--- src/rtl/omsp_spm_key_loader.sv ---
// Sancus SPM key loader: packs a key byte stream (MSB first) into 16-bit words and
// writes them, most significant word first, into the selected SPM key storage.
module omsp_spm_key_loader #(
    parameter int unsigned SECURITY     = 64,
    parameter int unsigned KEY_IDX_SIZE = 2
) (
    input  logic                    mclk,
    input  logic                    puc_rst_n,
    input  logic                    start,
    input  logic                    abort,
    input  logic                    spm_key_select_valid,
    input  logic                    byte_valid,
    input  logic [7:0]              byte_data,
    output logic                    byte_ready,
    output logic                    write_key,
    output logic [15:0]             key_in,
    output logic [KEY_IDX_SIZE-1:0] key_idx,
    output logic                    busy,
    output logic                    done,
    output logic                    error
);

    localparam int unsigned NWORDS = SECURITY / 16;
    localparam logic [KEY_IDX_SIZE-1:0] LAST_IDX = KEY_IDX_SIZE'(NWORDS - 1);

    typedef enum logic [2:0] {
        StIdle,
        StHi,
        StLo,
        StWrite,
        StDone
    } state_e;

    state_e                  state_q;
    logic [KEY_IDX_SIZE-1:0] word_cnt_q;
    logic [KEY_IDX_SIZE-1:0] key_idx_q;
    logic [15:0]             key_q;
    logic                    byte_ready_q;
    logic                    write_key_q;
    logic                    busy_q;
    logic                    done_q;
    logic                    error_q;
    logic                    byte_hs;

    // A violation must stop both the byte handshake and the key write in the same cycle.
    assign byte_ready = byte_ready_q & ~abort;
    assign write_key  = write_key_q & ~abort;
    assign byte_hs    = byte_valid & byte_ready;

    assign key_in  = key_q;
    assign key_idx = key_idx_q;
    assign busy    = busy_q;
    assign done    = done_q;
    assign error   = error_q;

    always_ff @(posedge mclk or negedge puc_rst_n) begin
        if (!puc_rst_n) begin
            state_q      <= StIdle;
            word_cnt_q   <= '0;
            key_idx_q    <= '0;
            key_q        <= '0;
            byte_ready_q <= 1'b0;
            write_key_q  <= 1'b0;
            busy_q       <= 1'b0;
            done_q       <= 1'b0;
            error_q      <= 1'b0;
        end else begin
            write_key_q <= 1'b0;
            done_q      <= 1'b0;
            error_q     <= 1'b0;
            if (abort && (state_q != StIdle)) begin
                state_q      <= StIdle;
                byte_ready_q <= 1'b0;
                busy_q       <= 1'b0;
            end else begin
                unique case (state_q)
                    StIdle: begin
                        if (start && !abort) begin
                            if (spm_key_select_valid) begin
                                state_q      <= StHi;
                                word_cnt_q   <= '0;
                                byte_ready_q <= 1'b1;
                                busy_q       <= 1'b1;
                            end else begin
                                error_q <= 1'b1;
                            end
                        end
                    end
                    StHi: begin
                        if (byte_hs) begin
                            key_q[15:8] <= byte_data;
                            state_q     <= StLo;
                        end
                    end
                    StLo: begin
                        if (byte_hs) begin
                            key_q[7:0]   <= byte_data;
                            key_idx_q    <= word_cnt_q;
                            byte_ready_q <= 1'b0;
                            write_key_q  <= 1'b1;
                            state_q      <= StWrite;
                        end
                    end
                    StWrite: begin
                        if (word_cnt_q == LAST_IDX) begin
                            state_q <= StDone;
                            done_q  <= 1'b1;
                        end else begin
                            word_cnt_q   <= word_cnt_q + 1'b1;
                            byte_ready_q <= 1'b1;
                            state_q      <= StHi;
                        end
                    end
                    StDone: begin
                        state_q <= StIdle;
                        busy_q  <= 1'b0;
                    end
                    default: begin
                        state_q      <= StIdle;
                        byte_ready_q <= 1'b0;
                        busy_q       <= 1'b0;
                    end
                endcase
            end
        end
    end

endmodule

--- config.mk ---
export PLATFORM = sky130hd
export DESIGN_NAME = omsp_spm_key_loader
export DESIGN_NICKNAME = d
export VERILOG_FILES = /design/src/rtl/omsp_spm_key_loader.sv
export SDC_FILE = /design/constraint.sdc
export NUM_CORES = 1
export LEC_CHECK = 0
export ABC_AREA = 0
export BUFFER_PORTS_ARGS = -buffer_cell sky130_fd_sc_hd__clkbuf_2
export CORE_ASPECT_RATIO = 0.5
export CORE_MARGIN = 8
export CORE_UTILIZATION = 35
export CTS_CLUSTER_DIAMETER = 200
export CTS_CLUSTER_SIZE = 16
export DETAILED_ROUTE_END_ITERATION = 8
export PLACE_DENSITY = 0.55
export SYNTH_ARGS = -nofsm -noshare
export SYNTH_HDL_FRONTEND = slang
export SYNTH_SLANG_ARGS = --single-unit
--- constraint.sdc ---
create_clock -name mclk -period 2 [get_ports mclk]
set_clock_uncertainty 0.15 [all_clocks]
set_input_delay 0.3 -clock mclk [delete_from_list [all_inputs] [get_ports mclk]]
set_output_delay 0.3 -clock mclk [all_outputs]
set_load 0.01 [all_outputs]
==> impl_metrics.toml <==
[sta]
worst_pin_slew_ns = 0.6965
period_share_pct = 92.28
finalMaxSlewViolations = 0
timing_hold_violations_final = 0
postLayoutSetupSlackWorst_ns = 0.1544
grt_setup_unrepaired = "false"
setup_viol = 0
timing.fmax_mhz = 541.8
setup_tns_ns = 0
max-slew-margin-rel_pct = 53.56
finalWorstPathRequiredPeriod_ns = 1.846

[global_routing]
total_grt_usage_pct = 9.378
grt_antenna_before_repair = 0
grt_pass1_wl_um = 4395
vias_in_the_first_global_route = 913
globalRouteOverflowTotal = 0
grt_max_degree = 29

[drt]
vias_per_cell = 4.660
drc_errors = 0
drtIter0Drc = 16
postRouteAntennaNets = 0
routedWlPerCell_um = 13.75
finalWirelength_um = 2585
first_pass_iters = 4
vias = 876

[placement]
detailedPlacementHpwl_um = 1980
placement.setup.worst_slack_ns = 0.1613
dp.cells = 183
post_dp_cell_area_mm2 = 0.001515
numPortBuffers = 36
weighted_congestion_reported_at_the_end_of_routability_driven_placement = 0.7724

[worst_setup_path]
critical_path.startpoint_type = "flop"
crit_path_cell_trace = "or4b_4 > nor2_2 > buf_12 > mux2_1"
worst-path-max-fanout = 11
crit-reg2reg-launch = "state_q[1]$_DFFE_PN0P_"
worst-setup-path-type = "reg2reg"
r2r_cells = 4
cp.required_ns = 2.02
worstSetupEndpointType = "flop"
r2r-end = "key_idx[0]$_DFFE_PN0P_"
reg2reg_slack_ns = 0.15
data_arrival_time_of_the_worst_path_ns = 1.86
cpMaxStageDelayCell = "sky130_fd_sc_hd__or4b_4"
critical_path.max_stage_delay_ns = 0.51

[pwr]
sequentialPowerShare_pct = 46.8
clkPwrFrac_pct = 27.4
powerDensity_mw_per_mm2 = 1028
switching_share_pct = 27.85
internal-power_uw = 1184
peakVddDrop_v = 0.0003753
total_switching_power_uw = 457.1
p_leak_uw = 0.0008391
combinationalPowerShare_pct = 25.8

[clock_network]
clkSinkCount = 28
cts.repair_timing.setup_buffer_count = 0
ctsRootBufferMaster = "sky130_fd_sc_hd__clkbuf_8"
number_of_buffers_inserted_during_clock_tree_synthesis = 3
worst_setup_hold_path_clk_slew_ns = 0.10
cts_hold_repair_buffers = 1
worst_skew_pair.late_latency_ns = 0.28
number_of_buffers_between_clock_root_and_the_deepest_sink = 2
h_tree_depth_reported_by_cts = 1
cts_resized = 0
tritoncts = "yes"

[floorplan]
floorplan.core_area_mm2 = 0.003435
starting_density_pct = 36.61
placementRows = 15
chipHeight_um = 58.39
die_width_um = 100.8
io_pins = 37
die-area_mm2 = 0.005883

[synth]
syn_inst = 95
synth_nets = 110
synth.avg_cell_area_um2 = 13.24
synth_area_leaders = "sky130_fd_sc_hd__dfrtp_1 56%, sky130_fd_sc_hd__mux2_2 9.0%, sky130_fd_sc_hd__mux2_1 8.1%, sky130_fd_sc_hd__nor2_1 2.7%, sky130_fd_sc_hd__buf_6 2.7%"
yosysSeqAreaShare_pct = 55.72
synth_top_area_cell = "sky130_fd_sc_hd__dfrtp_1"
synth_area_mm2 = 0.001257
synth.distinct_cells = 33
area_share_of_the_leading_cell_type_in_the_synthesized_netlist_pct = 55.72
synth.ff_latch_count = 28
ys_warn_count = 0

[finish]
post-route-util_pct = 46.48
design_area_mm2 = 0.001597
layout-drive-gt1-share_pct = 46.72
antenna_cells_inserted = 0
finish.cell_count_without_fillers = 188
synthToLayoutAreaGrowth_pct = 26.97
finish.net_count = 153

[min_path]
holdPathStages = 2
holdCritPathClass = "in2reg"
holdCritStartpoint = "byte_data[7]"
timing.hold.worst_endpoint = "key_in[7]$_DFFE_PN0P_"

[job]
cap_viol_max_count = 0

[outcome]
run_status = "completed"
-- sequential cells by signal (all words and copies together), names as in the netlist, 2 cells and up --
name / flops
state_q: 3
word_cnt_q: 2
key_idx: 2
key_in: 16
-- layout by cell type (no fill, tap or decap) --
cell type	Yosys	final
sky130_fd_sc_hd__clkbuf_2	0	36
sky130_fd_sc_hd__dfrtp_1	28	28
sky130_fd_sc_hd__mux2_2	10	10
sky130_fd_sc_hd__nor2_1	9	9
sky130_fd_sc_hd__mux2_1	9	9
sky130_fd_sc_hd__buf_4	0	5
sky130_fd_sc_hd__nand2_1	4	4
sky130_fd_sc_hd__inv_1	3	3
sky130_fd_sc_hd__clkbuf_8	0	3
sky130_fd_sc_hd__and3_1	2	2
sky130_fd_sc_hd__a21oi_1	2	2
sky130_fd_sc_hd__and2b_2	1	1
sky130_fd_sc_hd__and2b_4	1	1
sky130_fd_sc_hd__nor2b_1	1	1
sky130_fd_sc_hd__and4b_1	1	1
sky130_fd_sc_hd__or4b_4	1	1
sky130_fd_sc_hd__nor2_2	1	1
sky130_fd_sc_hd__and3b_2	1	1
sky130_fd_sc_hd__o21bai_1	1	1
sky130_fd_sc_hd__nand3b_4	1	1
sky130_fd_sc_hd__o21ai_0	1	1
sky130_fd_sc_hd__o311a_1	1	1
sky130_fd_sc_hd__or3_4	1	1
sky130_fd_sc_hd__mux2_4	1	1
sky130_fd_sc_hd__nand4_1	1	1
sky130_fd_sc_hd__a22o_1	1	1
sky130_fd_sc_hd__o31ai_1	1	1
sky130_fd_sc_hd__o211ai_1	1	1
sky130_fd_sc_hd__a311oi_1	1	1
sky130_fd_sc_hd__mux2i_1	1	1
sky130_fd_sc_hd__nor3_1	1	1
sky130_fd_sc_hd__o22ai_1	1	1
sky130_fd_sc_hd__a32o_1	1	1
sky130_fd_sc_hd__ha_1	1	1
sky130_fd_sc_hd__bufinv_16	0	1
sky130_fd_sc_hd__dlygate4sd3_1	0	1
sky130_fd_sc_hd__buf_12	0	1
-- synthesized netlist by cell type --
cell type	number
sky130_fd_sc_hd__a21oi_1	2
sky130_fd_sc_hd__a22o_1	1
sky130_fd_sc_hd__a311oi_1	1
sky130_fd_sc_hd__a32o_1	1
sky130_fd_sc_hd__and2b_2	1
sky130_fd_sc_hd__and2b_4	1
sky130_fd_sc_hd__and3_1	2
sky130_fd_sc_hd__and3b_2	1
sky130_fd_sc_hd__and4b_1	1
sky130_fd_sc_hd__buf_2	2
sky130_fd_sc_hd__buf_6	3
sky130_fd_sc_hd__dfrtp_1	28
sky130_fd_sc_hd__ha_1	1
sky130_fd_sc_hd__inv_1	3
sky130_fd_sc_hd__mux2_1	9
sky130_fd_sc_hd__mux2_2	10
sky130_fd_sc_hd__mux2_4	1
sky130_fd_sc_hd__mux2i_1	1
sky130_fd_sc_hd__nand2_1	4
sky130_fd_sc_hd__nand3b_4	1
sky130_fd_sc_hd__nand4_1	1
sky130_fd_sc_hd__nor2_1	9
sky130_fd_sc_hd__nor2_2	1
sky130_fd_sc_hd__nor2b_1	1
sky130_fd_sc_hd__nor3_1	1
sky130_fd_sc_hd__o211ai_1	1
sky130_fd_sc_hd__o21ai_0	1
sky130_fd_sc_hd__o21bai_1	1
sky130_fd_sc_hd__o22ai_1	1
sky130_fd_sc_hd__o311a_1	1
sky130_fd_sc_hd__o31ai_1	1
sky130_fd_sc_hd__or3_4	1
sky130_fd_sc_hd__or4b_4	1
-- worst max-delay path: cells and delay by family (launching register included) --
family,cells,cell delay (ns)
DFF,1,0.45
and+or+nand+nor,2,0.66
muxes,1,0.32
buffers and inverters,1,0.15
-- area by class of cell --
| cell class | instances | area [um^2] |
|---|---|---|
| fill | 338 | 1838 |
| inverter | 3 | 11.26 |
| sequential | 28 | 700.7 |
| tap | 51 | 63.81 |
| clock inverter | 1 | 30.03 |
| multi-input combinational | 59 | 501.7 |
| timing repair buffer | 43 | 247.7 |
| clock buffer | 3 | 41.29 |
-- worst max-delay path by stage --
stage | start | endpoint | slack [ns]
after floorplan | state_q[2]$_DFFE_PN0P_ | key_idx[0]$_DFFE_PN0P_ | 0.13
after CTS | state_q[1]$_DFFE_PN0P_ | key_idx[0]$_DFFE_PN0P_ | 0.16
final | state_q[1]$_DFFE_PN0P_ | key_idx[0]$_DFFE_PN0P_ | 0.15
after global routing | state_q[1]$_DFFE_PN0P_ | key_idx[0]$_DFFE_PN0P_ | 0.09
after detailed placement | abort | key_idx[0]$_DFFE_PN0P_ | 0.16
after global placement | abort | key_in[1]$_DFFE_PN0P_ | 0.18
-- power by group through the flow --
stage                     combinational, uW  clock, uW  sequential, uW
after floorplan                         167          0             837
after global placement                  427          0             777
after detailed placement                434          0             780
after CTS                               436        461             770
after global routing                    463        480             790
final                                   424        449             769
-- metal layers --
| layer | wire [um] | GRT usage, % | up-vias |
|---|---|---|---|
| met5 | 0 | 0 | - |
| met4 | 24 | 2.553 | 0 |
| met3 | 125 | 3.290 | 4 |
| met2 | 1268 | 16.28 | 23 |
| met1 | 1167 | 10.78 | 429 |
| li1 | - | - | 420 |
-- through the flow --
stage | hold slack (ns) | power [uW]
floorplan | -0.1456 | 1004
global route | 0.09144 | 1733
CTS | 0.09507 | 1667
finish | 0.09778 | 1641
global placement | 0.2293 | 1205
detailed placement | 0.2335 | 1214
-- cells by family (layout without fill, tap and decap cells) --
logic type / after synthesis / after routing / share of synthesized area [%]
flip-flops: 28 / 28 / 55.72
AND/OR/NAND/NOR: 26 / 26 / 13.43
multiplexers: 21 / 21 / 19.01
AO/OA/AOI/OAI: 11 / 11 / 6.469
buffers and inverters: 8 / 50 / 4.378
adder cells (fa/ha/maj): 1 / 1 / 0.9949
(Power assumes the default switching activity.)
